### src/rtl/perf_phase_ctrl.sv
// rtl/perf_phase_ctrl.sv - transaction sequencer with per-phase cycle counters
//
// Purpose: runs one read/compute/write transaction per software request,
// emits a one-cycle launch pulse, tracks the three engine phases
// concurrently and records saturating cycle counts for each phase and for
// the whole transaction. Completion uses a four-phase req/done handshake.
//
// Ports:
//   ACLK, ARESET            clock, asynchronous active-high reset
//   tx_req / tx_done        level request in / level completion out
//   start                   one-cycle launch pulse to the engines
//   rd_last/pr_last/wr_last one-cycle phase-finished pulses from the engines
//   rd_done/processing_done/wr_done  sticky phase-complete flags
//   total_cycles/rd_cycles/pr_cycles/wr_cycles  saturating counters
module perf_phase_ctrl #(
  parameter int PERF_CNTR_WIDTH = 32
) (
  input  logic                       ACLK,
  input  logic                       ARESET,
  input  logic                       tx_req,
  output logic                       tx_done,
  output logic                       start,
  input  logic                       rd_last,
  input  logic                       pr_last,
  input  logic                       wr_last,
  output logic                       rd_done,
  output logic                       processing_done,
  output logic                       wr_done,
  output logic [PERF_CNTR_WIDTH-1:0] total_cycles,
  output logic [PERF_CNTR_WIDTH-1:0] rd_cycles,
  output logic [PERF_CNTR_WIDTH-1:0] pr_cycles,
  output logic [PERF_CNTR_WIDTH-1:0] wr_cycles
);

  localparam int W = PERF_CNTR_WIDTH;
  localparam logic [W-1:0] ONE = W'(1);

  typedef enum logic [1:0] {IDLE, BUSY, DONE} state_e;

  state_e         state_q, state_d;
  logic           start_q, start_d;
  logic           tx_done_q, tx_done_d;
  logic           rd_done_q, rd_done_d;
  logic           pr_done_q, pr_done_d;
  logic           wr_done_q, wr_done_d;
  logic [W-1:0]   total_q, total_d;
  logic [W-1:0]   rd_cnt_q, rd_cnt_d;
  logic [W-1:0]   pr_cnt_q, pr_cnt_d;
  logic [W-1:0]   wr_cnt_q, wr_cnt_d;

  // Counters stick at all-ones instead of wrapping.
  function automatic logic [W-1:0] sat_inc(input logic [W-1:0] v);
    return (&v) ? v : v + ONE;
  endfunction

  always_comb begin
    state_d   = state_q;
    start_d   = 1'b0;
    tx_done_d = tx_done_q;
    rd_done_d = rd_done_q;
    pr_done_d = pr_done_q;
    wr_done_d = wr_done_q;
    total_d   = total_q;
    rd_cnt_d  = rd_cnt_q;
    pr_cnt_d  = pr_cnt_q;
    wr_cnt_d  = wr_cnt_q;

    case (state_q)
      IDLE: begin
        // Results stay readable in IDLE; they are wiped only on a new start.
        if (tx_req) begin
          state_d   = BUSY;
          start_d   = 1'b1;
          tx_done_d = 1'b0;
          rd_done_d = 1'b0;
          pr_done_d = 1'b0;
          wr_done_d = 1'b0;
          total_d   = '0;
          rd_cnt_d  = '0;
          pr_cnt_d  = '0;
          wr_cnt_d  = '0;
        end
      end
      BUSY: begin
        total_d = sat_inc(total_q);
        // A phase counts the edge carrying its last pulse, then freezes;
        // repeated pulses after the flag is set fall through unused.
        if (!rd_done_q) begin
          rd_cnt_d = sat_inc(rd_cnt_q);
          if (rd_last) rd_done_d = 1'b1;
        end
        if (!pr_done_q) begin
          pr_cnt_d = sat_inc(pr_cnt_q);
          if (pr_last) pr_done_d = 1'b1;
        end
        if (!wr_done_q) begin
          wr_cnt_d = sat_inc(wr_cnt_q);
          if (wr_last) wr_done_d = 1'b1;
        end
        if (rd_done_d && pr_done_d && wr_done_d) begin
          state_d   = DONE;
          tx_done_d = 1'b1;
        end
      end
      DONE: begin
        // Wait for software to drop the request before re-arming.
        if (!tx_req) begin
          state_d   = IDLE;
          tx_done_d = 1'b0;
        end
      end
      default: begin
        state_d   = IDLE;
        tx_done_d = 1'b0;
      end
    endcase
  end

  always_ff @(posedge ACLK or posedge ARESET) begin
    if (ARESET) begin
      state_q   <= IDLE;
      start_q   <= 1'b0;
      tx_done_q <= 1'b0;
      rd_done_q <= 1'b0;
      pr_done_q <= 1'b0;
      wr_done_q <= 1'b0;
      total_q   <= '0;
      rd_cnt_q  <= '0;
      pr_cnt_q  <= '0;
      wr_cnt_q  <= '0;
    end else begin
      state_q   <= state_d;
      start_q   <= start_d;
      tx_done_q <= tx_done_d;
      rd_done_q <= rd_done_d;
      pr_done_q <= pr_done_d;
      wr_done_q <= wr_done_d;
      total_q   <= total_d;
      rd_cnt_q  <= rd_cnt_d;
      pr_cnt_q  <= pr_cnt_d;
      wr_cnt_q  <= wr_cnt_d;
    end
  end

  assign start           = start_q;
  assign tx_done         = tx_done_q;
  assign rd_done         = rd_done_q;
  assign processing_done = pr_done_q;
  assign wr_done         = wr_done_q;
  assign total_cycles    = total_q;
  assign rd_cycles       = rd_cnt_q;
  assign pr_cycles       = pr_cnt_q;
  assign wr_cycles       = wr_cnt_q;

endmodule

### config.mk
export PLATFORM = sky130hd
export DESIGN_NAME = perf_phase_ctrl
export DESIGN_NICKNAME = d
export VERILOG_FILES = /design/src/rtl/perf_phase_ctrl.sv
export SDC_FILE = /design/constraint.sdc
export NUM_CORES = 1
export LEC_CHECK = 0
export BUFFER_PORTS_ARGS = -buffer_cell sky130_fd_sc_hd__buf_4
export CORE_MARGIN = 2
export CORE_UTILIZATION = 45
export CTS_CLUSTER_DIAMETER = 100
export DETAILED_ROUTE_END_ITERATION = 12
export PLACE_DENSITY = 0.69
export SLEW_MARGIN = 10
export SYNTH_ARGS = -nofsm -noshare
export SYNTH_HDL_FRONTEND = slang
export SYNTH_SLANG_ARGS = --single-unit
### constraint.sdc
create_clock -name ACLK -period 7.38 [get_ports ACLK]
set_input_delay 0.738 -clock ACLK [delete_from_list [all_inputs] [get_ports ACLK]]
set_output_delay 0.738 -clock ACLK [all_outputs]
set_load 0.05 [all_outputs]
* Yosys cells after proc, flatten, opt, wreduce, memory -nomap -nowiden
Cells that the tools add are included.
Operators by class: add/subtract/negate cells 4, eq/ne operators 12, mux-type cells 34, reduce and logical (&&, ||, !) cells 14
Operator list (number):
- 2-to-1 mux 32 bit | 8
- case mux 32 bit (2 select lines) | 4
- adder 32 x 1 -> 32 bit (second input constant) | 4
- AND reduction 32 bit | 4
- inequality test 2 bit (second input constant) | 10
- 2-to-1 mux 1 bit | 14
- AND reduction 4 bit | 3
- 2-to-1 mux 2 bit | 3
- case mux 1 bit (2 select lines) | 3
- case mux 2 bit (3 select lines) | 1
- AND reduction 3 bit | 2
- case mux 1 bit (3 select lines) | 1
- equality test 2 x 1 -> 1 bit (second input constant) | 1
- equality test 2 bit (second input constant) | 1
- logical AND 1 bit | 2
- logical NOT 2 bit | 1
- AND reduction 2 bit | 1
- nonzero test 2 bit | 1
Word-level totals: register bits 135, output and inout port bits 133

* Logic depth before layout (Yosys ltp)
Gate-level depths: netlist (run 1).
word-level depth 7, mapped depth 9, depth with buffers taken out 7

* Worst setup path before layout (run 1)
OpenSTA, ideal clock, no wires.
path kind flip-flop to flip-flop, start point register pr_cnt_q[0], in the netlist pr_cycles[0], end point register pr_cnt_q[14], in the netlist pr_cycles[14], setup time 0.146 ns, arrival time 2.358 ns, slack 4.876 ns, stages on the path, launching flop included 10, path buffers 2, path through dfrtp_1 > ha_1 > and3_1 > buf_2 > nand4_1 > nor3_4 > a31oi_1 > clkbuf_1 > nand4_1 > o21ai_0
Between the ends: cells in the longest elaborated chain, start to end 4
Ends and longest elaborated chain:
- start, declared | RTL line 48 | logic [W-1:0] pr_cnt_q, pr_cnt_d;
- start signal, assigned | RTL line 140 | pr_cnt_q <= pr_cnt_d;
- adder 32 x 1 -> 32 bit | RTL line 53 | return (&v) ? v : v + ONE;
- 2-to-1 mux 32 bit | RTL line 53
- 2-to-1 mux 32 bit | RTL line 92 | if (!pr_done_q) begin
- case mux 32 bit (2 select lines) | RTL line 68 | case (state_q)
Several ways; a longest one is shown, not always the timed one. The select of a mux whose other input is x is not followed. A chain may end at the register's enable or synchronous reset.

* Worst setup path after layout (run 1)
start point register pr_cnt_q[0], in the netlist pr_cycles[0], end point register pr_cnt_q[27], in the netlist pr_cycles[27]
Same word-level chain as after synthesis.

==> impl_metrics.py, run 1 <==
metrics = {
    "route": {
        "routed_via_density": 6.01,
        "post_drt_wl_per_cell_um": 17.0,
        "vias": 7221,
        "ant_nets": 0,
        "drt_iter0_drc": 608,
        "routed_wl_um": 20500,
        "drc_errors": 0,
        "dr.pass1.iters": 5,
    },
    "placement": {
        "io_buffers": 138,
        "gp_congestion": 0.813,
        "dp_slack_ps": 4290,
        "dp_hpwl_um": 13200,
        "dp_cells": 1170,
    },
    "floorplan": {
        "fp.dieW_um": 131,
        "die_height_um": 131,
        "num_rows": 46,
        "die_area_um2": 17200,
        "ios": 139,
        "start_util_pct": 45.9,
        "fp.coreArea_um2": 15800,
    },
    "critical_path": {
        "r2r_slack_ps": 4430,
        "crit_required_ps": 7700,
        "end_kind": "flip-flop",
        "crit_fanout": 32,
        "crit_type": "reg -> reg",
        "arrival_ps": 3270,
        "start_kind": "flip-flop",
    },
    "power_and_ir_drop": {
        "power.total_mw": 2.85,
        "peakVddDrop_mv": 0.295,
        "p_per_area_nw_per_um2": 317,
        "power_leakage_nw": 4.00,
    },
    "cts": {
        "holdBufCountCts": 0,
        "cts_made_buffers": 17,
        "clock_sinks": 134,
        "cts_max_level": 4,
        "cts_resized": 0,
        "clkTransAtPathRegs_ps": 60,
        "cts_setup_buffers": 0,
        "clockRootBuffer": "clkbuf_16",
        "cts_tree": "done",
        "clk_latency_ps": 420,
        "cts_buffer_depth": 2,
    },
    "sta": {
        "final-setup-viol-count": 0,
        "rsz0062_at_grt": "no",
        "fmax_ghz": 0.339,
        "report.final.slew_viol_count": 0,
        "final.setup.worst_slack_ps": 4430,
        "worstMarginPinSlew_ps": 1190,
        "post-route-period-util_pct": 40.0,
        "worst_clock_skew_ps": 9.37,
        "period_needed_ps": 2950,
        "setup-tns-final_ps": 0,
        "slew_headroom_pct": 20.9,
        "hold_viol": 0,
    },
    "synthesis": {
        "synth-edff-count": 0,
        "syn-cell-area_um2": 7270,
        "synth_area_per_cell_um2": 8.49,
        "synth_seq_cells": 134,
        "synth_warnings": 0,
        "yosysMostFrequentCell": "o21ai_0",
        "synthesis.nets": 867,
        "synth-main-ff-cell": "dfrtp_1",
        "synth.lib_cells_used.distinct": 49,
        "synth_top_area_cell": "dfrtp_1",
        "ys_seq_area_share_pct": 46.1,
        "yosys-top-cells-count": "o21ai_0 (158), dfrtp_1 (134), nand2_1 (90)",
        "async_flop_share_pct": 100,
        "synthTopCellsByArea": "dfrtp_1 (46%), o21ai_0 (11%), nand2_1 (4.6%)",
        "synth_cells": 857,
        "yosysTopAreaCellShare_pct": 46.1,
    },
    "global_routing": {
        "antenna_found_initial": 0,
        "grt_pass1_wl_um": 33800,
        "grt_pass1_vias": 6490,
        "grt_use_total_pct": 23.7,
        "gr-total-overflow": 0,
        "grt_max_degree": 94,
    },
    "hold_path": {
        "hold_class": "in -> async",
    },
    "final_layout": {
        "drive_gt1_share_pct": 18.8,
        "fin_cells": 1202,
        "areaGrowthSynthToFinish_pct": 23.9,
        "post-route-util_pct": 56.9,
        "final_nets": 983,
        "antenna_cells": 0,
    },
    "run_status": {
        "outcome": "finished clean",
    },
    "flow_run": {
        "maxCapViolCount": 0,
    },
}
## registers in the layout, indices dropped and copies added, names as in the netlist
name / cells
pr_cycles: 32
rd_cycles: 32
total_cycles: 32
wr_cycles: 32
state_q: 2
processing_done: 1
rd_done: 1
start: 1
wr_done: 1
## power breakdown
| group | switching [mW] | total (mW) | internal, mW |
|---|---|---|---|
| Combinational | 0.821 | 1.12 | 0.301 |
| Sequential | 0.101 | 0.900 | 0.798 |
| Clock | 0.316 | 0.830 | 0.514 |
## layer usage
metal	vias to the layer above	part of all wire [%]	global-route usage (%)
met5	-	0	0
met2	210	47	37.3
li1	3471	-	-
met4	0	1.6	8.03
met1	3513	47	33.1
met3	27	4.5	4.44
## worst paths after layout
kind                            depth (start not counted)                        end                       from
worst max register to register                          7  pr_cycles[27]$_DFFE_PP0P_   pr_cycles[0]$_DFFE_PP0P_
worst min register to register                          1  wr_cycles[17]$_DFFE_PP0P_  wr_cycles[17]$_DFFE_PP0P_
min in group ACLK                                       1  wr_cycles[17]$_DFFE_PP0P_  wr_cycles[17]$_DFFE_PP0P_
max in group asynchronous                               3   wr_cycles[0]$_DFFE_PP0P_                     ARESET
worst min-delay path                                    2  pr_cycles[23]$_DFFE_PP0P_                     ARESET
worst max-delay path                                    7  pr_cycles[27]$_DFFE_PP0P_   pr_cycles[0]$_DFFE_PP0P_
## kinds of logic (layout without fill, tap and decap cells)
| group | Yosys count | in the layout | share of synthesized area, % |
|---|---|---|---|
| compound gates | 320 | 320 | 25.3 |
| xor+xnor | 1 | 1 | 0.120 |
| fa+ha+maj | 4 | 4 | 0.688 |
| buf+inv | 58 | 187 | 3.29 |
| flops | 134 | 134 | 46.1 |
| mux | 2 | 2 | 0.275 |
| simple gates | 338 | 338 | 24.2 |
## cell usage in the layout, fill, tap and decap left out, types with 3 or more instances in the layout
cell       synthesis  layout
a21o_1             8       8
a22o_1             3       3
and2_1            16      16
and4_1            14      14
nor3_1            20      20
o31ai_1           36      36
a21oi_1           56      56
or3_1              8       8
clkbuf_1          26       5
o21a_1             3       3
nand2b_1           5       4
o311ai_0           3       3
o21ai_0          158     158
clkinv_2           0       3
buf_4              0     142
dfrtp_1          134     134
and3_1            29      29
o41ai_1            3       3
nand4_1           36      36
nand2_1           90      90
a31oi_1           36      36
clkbuf_16          0      17
ha_1               4       4
nor2_1            54      54
inv_1             12      11
nand3_1           50      50
a41oi_1            4       4
## through the flow
step	cell area [um^2]	hold WS [ps]
4_1_cts	9010	421
2_1_floorplan	7270	480
3_3_place_gp	8440	494
6_report	9010	402
5_1_grt	9010	453
3_5_place_dp	8440	497
## critical path: stages (launching register included)
cell	delay [ps]
dfrtp_1	430
ha_1	210
and3_1	260
nand4_1	280
nor3_4	440
a22o_1	850
o21ai_0	240
o31ai_1	120
## layout make-up
type                       count  area (um^2)
clock inverter                 8         98.8
sequential                   134         3350
tap                          216          270
timing repair buffer         142         1070
clock buffer                  24          472
fill                        1457         6820
multi-input combinational    665         3690
inverter                      13         53.8
(Power assumes the default switching activity.)
==> run 2, diff against run 1 <==
- clock period: 7.38 -> 2.8 ns (I/O delays scaled with it)
==> impl_metrics.py, run 2 (synthesis gave the netlist of run 1 again) <==
metrics = {
    "floorplan": {
        "fp.dieW_um": 131,
        "ios": 139,
        "num_rows": 46,
        "die_height_um": 131,
        "die_area_um2": 17200,
        "fp.coreArea_um2": 15800,
        "start_util_pct": 45.9,
    },
    "sta": {
        "worstMarginPinSlew_ps": 1120,
        "period_needed_ps": 2610,
        "final-setup-viol-count": 0,
        "holdWs_ps": -3.77,
        "setup-tns-final_ps": 0,
        "rsz0062_at_grt": "no",
        "fmax_ghz": 0.383,
        "worst_clock_skew_ps": 9.10,
        "slew_headroom_pct": 25.3,
        "report.final.slew_viol_count": 0,
        "post-route-period-util_pct": 93.2,
        "hold_viol": 7,
    },
    "hold_path": {
        "hold_class": "in -> async",
    },
    "cts": {
        "clkTransAtPathRegs_ps": 60,
        "clockRootBuffer": "clkbuf_16",
        "cts_tree": "done",
        "clock_sinks": 134,
        "cts_setup_buffers": 0,
        "cts_max_level": 4,
        "cts_resized": 0,
        "cts_made_buffers": 17,
        "holdBufCountCts": 0,
        "clk_latency_ps": 430,
        "cts_buffer_depth": 2,
    },
    "placement": {
        "place_area_um2": 8600,
        "io_buffers": 138,
        "dp_hpwl_um": 13700,
        "gp_congestion": 0.815,
    },
    "run_status": {
        "violations": "hold timing",
        "outcome": "complete, but fails checks",
    },
    "route": {
        "drt_iter0_drc": 550,
        "drc_errors": 0,
        "routed_via_density": 5.93,
        "dr.pass1.iters": 5,
        "routed_wl_um": 20300,
        "ant_nets": 0,
        "vias": 7238,
        "post_drt_wl_per_cell_um": 16.7,
    },
    "global_routing": {
        "grt_max_degree": 93,
        "grt_pass1_vias": 6402,
        "grt_pass1_wl_um": 33700,
        "antenna_found_initial": 0,
        "gr-total-overflow": 0,
        "grt_use_total_pct": 23.8,
    },
    "flow_run": {
        "maxCapViolCount": 0,
    },
    "power_and_ir_drop": {
        "peakVddDrop_mv": 0.518,
        "p_per_area_nw_per_um2": 841,
        "power_leakage_nw": 4.11,
    },
    "final_layout": {
        "areaGrowthSynthToFinish_pct": 26.5,
        "final_nets": 1002,
        "antenna_cells": 0,
        "final_cell_mix": "buf_4 (159), o21ai_0 (158), dfrtp_1 (134)",
        "layout_commonest_cell": "buf_4",
        "drive_gt1_share_pct": 20.7,
        "post-route-util_pct": 58.1,
        "stdcell_area_um2": 9200,
    },
    "critical_path": {
        "r2r_slack_ps": 190,
        "crit_fanout": 13,
        "reg2reg_depth": 6,
        "end_kind": "flip-flop",
        "arrival_ps": 2950,
        "crit_type": "reg -> reg",
        "crit_required_ps": 3140,
        "start_kind": "flip-flop",
    },
}
-- run 2: cell types whose count changed in the layout (fill, tap and decap cells not counted) --
cell        delta
inv_6          -1
clkbuf_1       -4
buf_12         +2
clkbuf_8       +1
clkinv_4       +3
clkinvlp_4     +1
buf_4         +17
-- run 2: report_power, final --
part	switching [mW]	total [mW]	leakage, nW	internal, mW
Clock	0.874	2.25	0.289	1.38
Sequential	0.248	2.35	1.85	2.10
Combinational	2.20	3.13	1.97	0.927
Total	3.32	7.73	4.11	4.41
-- run 2: area by class of cell --
class / instances / area (um^2)
flip-flops and latches: 134 / 3350
fillers: 1421 / 6630
clock inverters: 11 / 125
clock buffers: 21 / 470
inverters: 13 / 52.6
multi-input cells: 665 / 3690
well taps: 216 / 270
repair buffers: 161 / 1230
-- run 2: path summary, 6_finish.rpt --
check	startpoint	end
min reg2reg	pr_cycles[18]$_DFFE_PP0P_	pr_cycles[18]$_DFFE_PP0P_
max reg2reg	total_cycles[6]$_DFFE_PP0P_	total_cycles[5]$_DFFE_PP0P_
min in group ACLK	pr_last	processing_done$_DFFE_PP0P_
min	ARESET	rd_cycles[29]$_DFFE_PP0P_
max in group asynchronous	ARESET	pr_cycles[7]$_DFFE_PP0P_
max	total_cycles[6]$_DFFE_PP0P_	total_cycles[5]$_DFFE_PP0P_
-- run 2: metrics by stage --
stage / power, mW / hold slack [ps] / worst slack (ps) / instances
after detailed placement: 5.48 / 476 / 278 / 1189
after global routing: 8.19 / 53.6 / 7.94 / 1221
after CTS: 7.75 / 17.1 / 245 / 1221
final: 7.73 / -3.77 / 191 / 1221
after floorplan: 4.51 / 430 / 296 / 857
after global placement: 5.48 / 472 / 330 / 1189
-- run 2: critical path, cell delays in order (launching register included) --
cell and delay (ps):
dfrtp_1 460, and3_1 220, and4_1 220, and3_1 280, a21oi_1 910, nand2_1 190, o31ai_1 240
-- run 2: metal layers --
metal | wire length (um) | vias up | track usage (%)
met5 | 0 | - | 0
met4 | 269 | 0 | 7.07
met3 | 1090 | 20 | 5.29
met2 | 9310 | 212 | 36.0
met1 | 9670 | 3499 | 34.3
li1 | - | 3507 | -
